--- src/rtl/oam_dma_ctrl.sv ---
// Sprite (OAM) DMA and DMC sample-fetch controller on the CPU memory bus.
// Stalls the CPU, alternates GET/PUT cycles, and lets DMC fetches preempt OAM reads.
module oam_dma_ctrl #(
    parameter logic [15:0] OAM_PORT = 16'h2004,
    parameter logic [15:0] DMA_REG  = 16'h4014
) (
    input  logic        clk,
    input  logic        reset,
    input  logic [15:0] cpu_addr,
    input  logic        cpu_we,
    input  logic [7:0]  cpu_wdata,
    input  logic [7:0]  bus_rdata,
    input  logic        dmc_req,
    input  logic [15:0] dmc_addr,
    output logic        cpu_halt,
    output logic        bus_owner,
    output logic [15:0] bus_addr,
    output logic        bus_we,
    output logic [7:0]  bus_wdata,
    output logic        dmc_ack,
    output logic [7:0]  dmc_data,
    output logic        oam_active
);

    typedef enum logic [2:0] {
        IDLE,
        HALT,
        ALIGN,
        OAM_RD,
        OAM_WR,
        DMC_RD
    } state_t;

    state_t     state;
    state_t     nxt;
    state_t     get_slot;
    logic       phase;
    logic       q_we;
    logic       dmc_pend;
    logic [7:0] page;
    logic [7:0] index;
    logic [7:0] idx_n;
    logic       trigger;
    logic       want_dmc;

    always_comb begin
        trigger  = (cpu_addr == DMA_REG) && cpu_we && !q_we && !oam_active;
        // The ack cycle masks the still-high request so one request yields one fetch.
        want_dmc = dmc_pend || (dmc_req && !dmc_ack);
        idx_n    = (state == OAM_WR) ? index + 8'd1 : index;

        if (want_dmc)
            get_slot = DMC_RD;
        else if (oam_active)
            get_slot = OAM_RD;
        else
            get_slot = IDLE;

        nxt = state;
        case (state)
            IDLE:    if (trigger || (dmc_req && !dmc_ack)) nxt = HALT;
            HALT:    nxt = phase ? get_slot : ALIGN;
            ALIGN:   nxt = get_slot;
            OAM_RD:  nxt = OAM_WR;
            OAM_WR:  nxt = (index == 8'hFF) ? IDLE : get_slot;
            DMC_RD:  nxt = ALIGN;
            default: nxt = IDLE;
        endcase
    end

    always_ff @(posedge clk or posedge reset) begin
        if (reset) begin
            state      <= IDLE;
            phase      <= 1'b0;
            q_we       <= 1'b0;
            dmc_pend   <= 1'b0;
            page       <= '0;
            index      <= '0;
            cpu_halt   <= 1'b0;
            bus_owner  <= 1'b0;
            bus_addr   <= '0;
            bus_we     <= 1'b0;
            bus_wdata  <= '0;
            dmc_ack    <= 1'b0;
            dmc_data   <= '0;
            oam_active <= 1'b0;
        end else begin
            state <= nxt;
            phase <= ~phase;
            q_we  <= cpu_we;

            if (state == IDLE && trigger) begin
                page       <= cpu_wdata;
                index      <= '0;
                oam_active <= 1'b1;
            end
            if (state == IDLE && dmc_req && !dmc_ack)
                dmc_pend <= 1'b1;
            if (state == DMC_RD)
                dmc_pend <= 1'b0;
            if (state == OAM_WR) begin
                index <= idx_n;
                if (index == 8'hFF)
                    oam_active <= 1'b0;
            end

            // Bus outputs are registered from the upcoming state.
            cpu_halt  <= (nxt != IDLE);
            bus_owner <= (nxt != IDLE) && (nxt != HALT);
            bus_we    <= (nxt == OAM_WR);
            bus_wdata <= (nxt == OAM_WR) ? bus_rdata : '0;
            case (nxt)
                OAM_RD:  bus_addr <= {page, idx_n};
                OAM_WR:  bus_addr <= OAM_PORT;
                DMC_RD:  bus_addr <= dmc_addr;
                default: bus_addr <= '0;
            endcase

            dmc_ack <= (state == DMC_RD);
            if (state == DMC_RD)
                dmc_data <= bus_rdata;
        end
    end

endmodule

--- config.mk ---
export PLATFORM = sky130hd
export DESIGN_NAME = oam_dma_ctrl
export DESIGN_NICKNAME = d
export VERILOG_FILES = /design/src/rtl/oam_dma_ctrl.sv
export SDC_FILE = /design/constraint.sdc
export NUM_CORES = 1
export LEC_CHECK = 0
export CAP_MARGIN = 25
export CORE_UTILIZATION = 44
export DETAILED_ROUTE_END_ITERATION = 10
export GPL_TIMING_DRIVEN = 0
export PLACE_DENSITY = 0.81
export SYNTH_ARGS = -nofsm -noshare
export SYNTH_HDL_FRONTEND = slang
export SYNTH_SLANG_ARGS = --single-unit
--- constraint.sdc ---
create_clock -name clk -period 2.5 [get_ports clk]
set_input_delay 0.375 -clock clk [delete_from_list [all_inputs] [get_ports clk]]
set_output_delay 0.375 -clock clk [all_outputs]
set_load 0.01 [all_outputs]
# Word-level counts from Yosys, hierarchy flattened
# Index checks and enable logic that the tools add are counted.
[classes]
n_addsub = 1
eq_ne = 11
mux = 16
n_bitwise = 1
n_reduce_logical = 17
[op_table]
columns = ["cell", "n"]
rows = [
  ["$pmux W16 S3", 1],
  ["$mux W8", 4],
  ["$pmux W3 S6", 1],
  ["$eq A16 B15 Y1 const B", 1],
  ["$eq A3 B3 Y1 const B", 4],
  ["$mux W3", 4],
  ["$eq A3 B2 Y1 const B", 3],
  ["$add A8 B1 Y8 const B", 1],
  ["$eq A8 B8 Y1 const B", 1],
  ["$logic_and A1 B1 Y1", 8],
  ["$mux W1", 5],
  ["$reduce_bool A2 Y1", 2],
  ["$eq A3 B1 Y1 const B", 1],
  ["$logic_not A1 Y1", 3],
  ["$logic_not A3 Y1", 1],
  ["$ne A3 B1 Y1 const B", 1],
  ["$reduce_bool A3 Y1", 1],
  ["$logic_or A1 B1 Y1", 2],
  ["$mux W2", 1],
  ["$not A1 Y1", 1],
]
[totals]
register_bits = 59
out_inout_bits = 37

# Logic depth before layout (Yosys ltp)
# Gate-level depths: netlist of run 1.
[depth]
word_depth = 9
ltp_mapped = 7
mapped_depth_nobuf = 6

# Least setup slack after synthesis of run 1
# Ideal clock, no wire load.
[synth_timing]
path_kind = "flip-flop to flip-flop"
startpoint = "register index[0]"
endpoint = "register bus_addr[13]"
setup_ps = 122
arrival_ps = 1652
t_required_ps = 2378
setup_slack_ps = 727
stages_incl_launch_ff = 8
n_path_buf = 1
path_cell_list = "dfrtp_1 ha_1 nand4_1 o21ai_2 a21oi_2 or2_1 buf_4 a32o_1"
[synth_between]
elab_chain_len = 5
elab_cells_between_ends = 7
cone_classes = "eq/ne: 4; mux: 3"
[synth_rtl]
columns = ["item", "line_no", "source"]
rows = [
  ["from (decl)", "41", "logic [7:0] index;"],
  ["from (signal assigned)", "102", "index <= idx_n;"],
  ["$eq A8 B8 Y1 *", "65", "OAM_WR: nxt = (index == 8'hFF) ? IDLE : get_slot;"],
  ["$mux W3 *", "65", ""],
  ["$pmux W3 S6 *", "60", "case (state)"],
  ["named net nxt[0]", "35", "state_t nxt;"],
  ["$eq A3 B3 Y1 / $eq A3 B2 Y1 (equally long branches)", "112", "case (nxt)"],
  ["$pmux W16 S3 *", "112", ""],
  ["to (signal assigned)", "113", "OAM_RD: bus_addr <= {page, idx_n};"],
  ["to (signal assigned)", "115", "DMC_RD: bus_addr <= dmc_addr;"],
  ["to (decl)", "17", "output logic [15:0] bus_addr,"],
]
# The timed path passes the listed nets; every way through them passes the cells marked *.
# A chain may end at the register's enable or synchronous reset.

# Worst setup path after layout of run 1
[layout_timing]
startpoint = "register index[0]"
endpoint = "register bus_addr[7]"
[layout_between]
elab_chain_len = 5
elab_cells_between_ends = 9
cone_classes = "add/sub: 1; eq/ne: 4; mux: 4"
[layout_rtl]
columns = ["item", "line_no"]
rows = [
  ["$eq A8 B8 Y1", "65"],
  ["$mux W3", "65"],
  ["$pmux W3 S6", "60"],
  ["$eq A3 B3 Y1 / $eq A3 B2 Y1 (equally long branches)", "112"],
  ["$pmux W16 S3 *", "112"],
]
# Every way passes the cells marked *; elsewhere a longest branch is shown, timed or not.

==> run_results.csv, run 1 <==
group,metric,value,unit
drt,wire_per_inst,14.1,um
floorplan,core_area,5200,um2
finish,n_fill_cell,402,
finish,synthToLayoutAreaGrowth,49.5,%
sta,max_freq,496,MHz
placement,dp_cells,352,
logic_synthesis,synth_seq_cells,59,
clock_network,cts_hold_buf,0,
clock_network,cts_made_buffers,9,
logic_synthesis,syn_nets,247,
finish,multi_input_area,875,um2
pwr,pwr-share-comb,0.377,
pwr,p_sw_frac,0.308,
sta,period_share,0.806,
sta,period_minus_slack,2.01,ns
global_routing,grt_usage,0.198,
logic_synthesis,post-synth-top-area-cell,"dfrtp_1",
global_routing,grt_pass1_wl,8700,um
clock_network,cts_setup_buffers,0,
logic_synthesis,synthTopCellsByArea,"dfrtp_1 61%, mux2_2 7.4%, a32o_1 3.3%",
logic_synthesis,ys_types,42,
floorplan,initial_core_util,0.466,
sta,holdWs,0.394,ns
drt,via_per_inst,4.89,
placement,io_buffers,88,
logic_synthesis,netlist_instances,193,
drt,wl,5170,um
drt,via_count,1795,
floorplan,ioPinCount,89,
pwr,switching_power,1.12,mW
setup_path,start_kind,"flip-flop",
finish,final_nets,347,
logic_synthesis,netlist_area,2420,um2
floorplan,die_y,76.2,um
clock_network,cts_tree,"done",
setup_path,crit_path_end_kind,"flip-flop",
setup_path,reg2reg_depth,6,
setup_path,worstPathArrival,2.19,ns
sta,maxSlewHeadroom,0.617,
global_routing,grt_max_degree,38,
clock_network,cts_root_buffer,"clkbuf_8",
sta,slew_viol_final,0,
sta,rsz0062_at_grt,"no",
setup_path,r2r-end,"bus_addr[7]",
global_routing,grt_antenna_before_repair,0,
run,maxCapViolations,0,
drt,drc,0,
clock_network,cts_resized,0,
global_routing,grt_overflow,0,
setup_path,cp_max_fo,7,
pwr,pwr-share-clk,0.249,
setup_path,r2r_slack,0.49,ns
logic_synthesis,synth_edf_count,0,
logic_synthesis,synthArstFlopShare,1.00,
finish,fin_cells,367,
finish,diodes,0,
sta,final-setup-viol-count,0,
clock_network,clk_pin_slew,0.06,ns
logic_synthesis,yosysTopAreaCellShare,0.609,
logic_synthesis,synth_area_per_cell,12.6,um2
setup_path,required,2.67,ns
floorplan,design.die.area,5810,um2
finish,final_cell_area,3630,um2
finish,seqCellArea,1480,um2
sta,fin_skew,0.00666,ns
drt,antenna_left,0,
finish,utilization,0.697,
floorplan,die_w,76.2,um
clock_network,cts.sinks,59,
pwr,peakVddDrop,0.678,mV
logic_synthesis,ys_seq_area_frac,0.609,
clock_network,cts_max_level,3,
sta,finalHoldViolations,0,
pwr,internal-power,2.52,mW
setup_path,critical_path_class,"reg -> reg",
logic_synthesis,synth_ff_type,"dfrtp_1",
clock_network,clock_path_buffers,2,
finish,drive_gt1_frac,0.148,
pwr,powerDensity,1000,nW/um2
status,run_status,"complete, no violations",
setup_path,r2r-start,"index[0]",
clock_network,clk_latency,0.33,ns
pwr,power,3.64,mW
placement,dpl.hpwl,3790,um
placement,gp_congestion,0.773,
floorplan,rows,26,
sta,worst_pin_slew,0.570,ns
pwr,leakage,1.58,nW
logic_synthesis,synth-warning-count,0,
pwr,p_seq_frac,0.374,
placement,placed_area,3410,um2
global_routing,first_global_vias,1858,
worst_hold_path,holdCritPathClass,"in -> async",
drt,drtIter0Drc,51,
drt,drt_pass1_iterations,4,
[state kept, by name, indices dropped and copies added, names as in the netlist]
register,cells
state,3
phase,1
bus_addr,16
index,8
cpu_halt,1
dmc_ack,1
q_we,1
dmc_pend,1
page,8
oam_active,1
bus_we,1
dmc_data,8
bus_owner,1
bus_wdata,8
[worst max-delay path, cell delays in order (launching register included)]
cell,delay (ns)
dfrtp_1,0.38
ha_1,0.21
nand4_1,0.19
o21ai_2,0.28
a21oi_2,0.10
o21ai_1,0.48
o21ai_0,0.21
[layout make-up]
cell class              count  share of cell area
clock inverters             1             0.00828
well taps                  70              0.0242
repair buffers             89               0.248
plain buffers               8              0.0141
clock buffers              14              0.0504
inverters                   6             0.00621
multi-input cells         120               0.241
flip-flops and latches     59               0.407
[cells in the mapped netlist (all sizes together), types with 3 or more instances]
library cell / instances
a21o: 3
a32o: 8
and2: 8
buf: 6
dfrtp: 59
inv: 6
mux2: 16
nand2: 13
nand3: 3
nand4: 3
nor2: 11
nor2b: 3
nor3: 3
nor4: 3
o21ai: 15
or2: 3
xnor2: 4
[metal layers]
layer,wire [um],up-vias,GRT usage
met5,0,-,0
met4,115,0,0.0904
met3,283,13,0.0731
met2,2550,51,0.320
met1,2220,845,0.234
li1,-,886,-
[power by group through the flow]
stage	Clock [mW]	Sequential (mW)	Combinational [mW]
floorplan	0	1.44	0.693
global placement	0	1.37	1.34
detailed placement	0	1.37	1.38
CTS	0.933	1.36	1.39
global route	0.979	1.39	1.50
finish	0.908	1.36	1.37
[metrics by stage]
stage	setup TNS, ns	worst slack [ns]
3_3_place_gp	-21.76	-0.371
6_report	0	0.486
5_1_grt	0	0.289
3_5_place_dp	0	0.222
4_1_cts	0	0.496
2_1_floorplan	0	0.669
[placed cells by master (no fill, tap or decap), types with 4 or more instances in the layout]
cell type and instances:
clkdlybuf4s50_1 88, dfrtp_1 59, mux2_2 16, nand2_1 13, clkbuf_8 13, o21ai_0 12
nor2_1 10, a32o_1 8, and2_1 8, inv_1 5, xnor2_1 4
[worst max-delay path by stage]
stage	depth (start not counted)	endpoint	slack, ns	start
6_report	6	bus_addr[7]	0.49	index[0]
5_1_grt	6	bus_addr[4]	0.29	index[0]
4_1_cts	7	index[7]	0.50	state[0]
3_5_place_dp	7	index[7]	0.22	cpu_addr[10]
3_3_place_gp	2	page[0]	-0.37	reset
2_1_floorplan	1	bus_addr[0]	0.67	reset
[cells by family after synthesis]
logic type | synth area share
buffers and inverters | 0.0304
flip-flops | 0.609
AND/OR/NAND/NOR | 0.144
XOR/XNOR | 0.0217
multiplexers | 0.0826
adder cells (fa/ha/maj) | 0.0103
AO/OA/AOI/OAI | 0.102
Note: power is estimated with default switching activity, not from simulation.
==> run 2: changes to the inputs <==
- CORE_UTILIZATION: 44 -> 40
- PLACE_DENSITY: 0.81 -> 0.78
- clock period: 2.5 -> 1.76 ns (I/O delays scaled with it)
==> run 2 against run 1 <==
  * The run now ends with setup timing left
  * Via count grew 8.5%
  * Sequential share of layout area down 2.3 points
  * Clock power up 9.5%
  * Highest routed layer unchanged
  * Clock skew fell by 0.0016 ns
  * Register-to-register slack got worse by 0.61 ns
  * Die area rose by 9.7%
  * Critical path type unchanged
  * Global-route usage is 0.33 points higher
==> run_results.csv, run 2 (synthesis gave the netlist of run 1 again) <==
group,metric,value,unit
sta,worst_pin_slew,0.603,ns
sta,rsz0062_at_grt,"yes",
setup_path,r2r-start,"index[1]",
sta,finalHoldViolations,0,
drt,antenna_left,0,
run,maxCapViolations,0,
clock_network,clk_pin_slew,0.06,ns
drt,drc,0,
setup_path,worstPathArrival,2.09,ns
finish,multi_input_area,960,um2
finish,drive_gt1_frac,0.236,
setup_path,r2r-end,"bus_addr[13]",
status,run_status,"complete, but fails checks",
setup_path,cp_max_fo,5,
sta,period_minus_slack,1.88,ns
sta,final-setup-viol-count,10,
finish,utilization,0.677,
drt,wl,6090,um
global_routing,first_global_vias,1938,
drt,via_per_inst,4.99,
setup_path,critical_path_class,"reg -> reg",
clock_network,clock_path_buffers,2,
setup_path,r2r_slack,-0.12,ns
finish,final_cell_mix,"88 x clkdlybuf4s50_1, 58 x dfrtp_1, 19 x buf_4, 13 x nand2_1, 10 x nor2_1",
global_routing,grt_overflow,0,
worst_hold_path,holdCritPathClass,"in -> async",
sta,worst_slack,-0.121,ns
pwr,power,5.40,mW
sta,fin_tns_setup,-0.942,ns
sta,max_freq,532,MHz
sta,period_share,1.07,
finish,final_common_cell,"clkdlybuf4s50_1",
setup_path,crit_path_end_kind,"flip-flop",
clock_network,cts_made_buffers,9,
global_routing,globalRouteMet2Util,0.329,
finish,diodes,0,
pwr,leakage,1.68,nW
placement,gp_congestion,0.769,
finish,final_nets,367,
sta,maxSlewHeadroom,0.598,
floorplan,initial_core_util,0.427,
floorplan,die_w,79.9,um
drt,via_count,1948,
clock_network,cts_root_buffer,"clkbuf_8",
sta,fin_skew,0.00505,ns
setup_path,reg2reg_depth,7,
floorplan,design.die.area,6380,um2
clock_network,cts_max_level,3,
drt,drt_pass1_iterations,4,
floorplan,rows,27,
global_routing,use_met3,0.0526,
clock_network,cts.sinks,59,
sta,slew_viol_final,0,
global_routing,grt_antenna_before_repair,0,
placement,dpl.hpwl,4080,um
floorplan,ioPinCount,89,
global_routing,use_met1,0.248,
global_routing,busiest_layer,"met2",
finish,n_fill_cell,446,
finish,synthToLayoutAreaGrowth,58.5,%
setup_path,required,1.97,ns
finish,seqCellArea,1480,um2
floorplan,core_area,5680,um2
placement,dp_cells,354,
finish,top_register,"bus_addr",
global_routing,grt_max_degree,33,
global_routing,grt_pass1_wl,9460,um
sta,holdWs,0.340,ns
floorplan,die_y,79.9,um
placement,io_buffers,88,
drt,wire_per_inst,15.6,um
drt,drtIter0Drc,158,
pwr,powerDensity,1410,nW/um2
clock_network,clk_latency,0.32,ns
global_routing,grt_usage,0.201,
finish,largest_reg_flops,16,
finish,fin_cells,390,
pwr,peakVddDrop,0.826,mV
clock_network,cts_tree,"done",
setup_path,start_kind,"flip-flop",
status,violations,"setup timing",
[run 2: cell count changes in the layout (fill, tap and decap cells not counted), moves of 2 or more]
cell / before / now
mux2_2: 16 / 9
nor4_1: 3 / 1
clkinv_2: 0 / 3
o21ai_1: 2 / 7
buf_6: 1 / 6
buf_2: 2 / 0
clkbuf_8: 13 / 9
o21ai_0: 12 / 4
o21ai_2: 1 / 3
mux2_4: 0 / 7
clkbuf_1: 3 / 5
buf_4: 3 / 19
nor4_2: 0 / 2
[run 2: final cells by class]
class | count | share of cell area
sequential | 59 | 0.384
timing repair buffer | 109 | 0.279
multi-input combinational | 120 | 0.250
clock buffer | 13 | 0.0361
tap | 72 | 0.0234
buffer | 8 | 0.0179
inverter | 6 | 0.00586
clock inverter | 3 | 0.00391
[run 2: how the worst max path moves through the flow]
stage / cells past startpoint / to / from
2_1_floorplan: 7 / bus_addr[13] / index[0]
3_3_place_gp: 2 / index[4] / reset
3_5_place_dp: 7 / index[7] / cpu_addr[10]
4_1_cts: 6 / cpu_halt / index[1]
5_1_grt: 7 / cpu_halt / index[1]
6_report: 7 / bus_addr[13] / index[1]
[run 2: per-stage QoR]
stage               instance area, um2  setup WS [ns]
floorplan                         2420         0.0116
global placement                  3400         -0.967
detailed placement                3420         -0.522
CTS                               3720        -0.0220
global route                      3840         -0.184
finish                            3840         -0.121
[run 2: timing repair]
action	4_1_cts	5_1_grt
endpoints found under the setup margin	36	30
setup buffers	14	5
pin swaps	11	15
hold buffers	0	0
cloned	0	1
resized for setup	8	31
[run 2: worst max-delay path, cell delays in order, from the launching register on]
cell and delay (ns):
dfrtp_1 0.37, ha_2 0.19, nand4_1 0.20, o21ai_2 0.24, a21oi_2 0.11, or2_4 0.28, buf_6 0.13, a32o_1 0.25
[run 2: metal layers]
layer	up-vias	wire length, um
met1	976	2520
met3	5	274
met5	-	0
met2	48	3230
met4	0	75
li1	919	-
[run 2: where the power goes]
part	leakage, nW	switching [mW]	internal [mW]	total (mW)
registers	0.753	0.195	1.73	1.93
logic	0.849	1.10	1.38	2.48
clock network	0.0812	0.489	0.505	0.994
total	1.68	1.78	3.62	5.40
==> run 3: changes to the inputs <==
- CTS_CLUSTER_DIAMETER: unset -> 50
==> results of run 3 <==
Same layout as run 2: the final DEF is identical, and so are final timing and power.
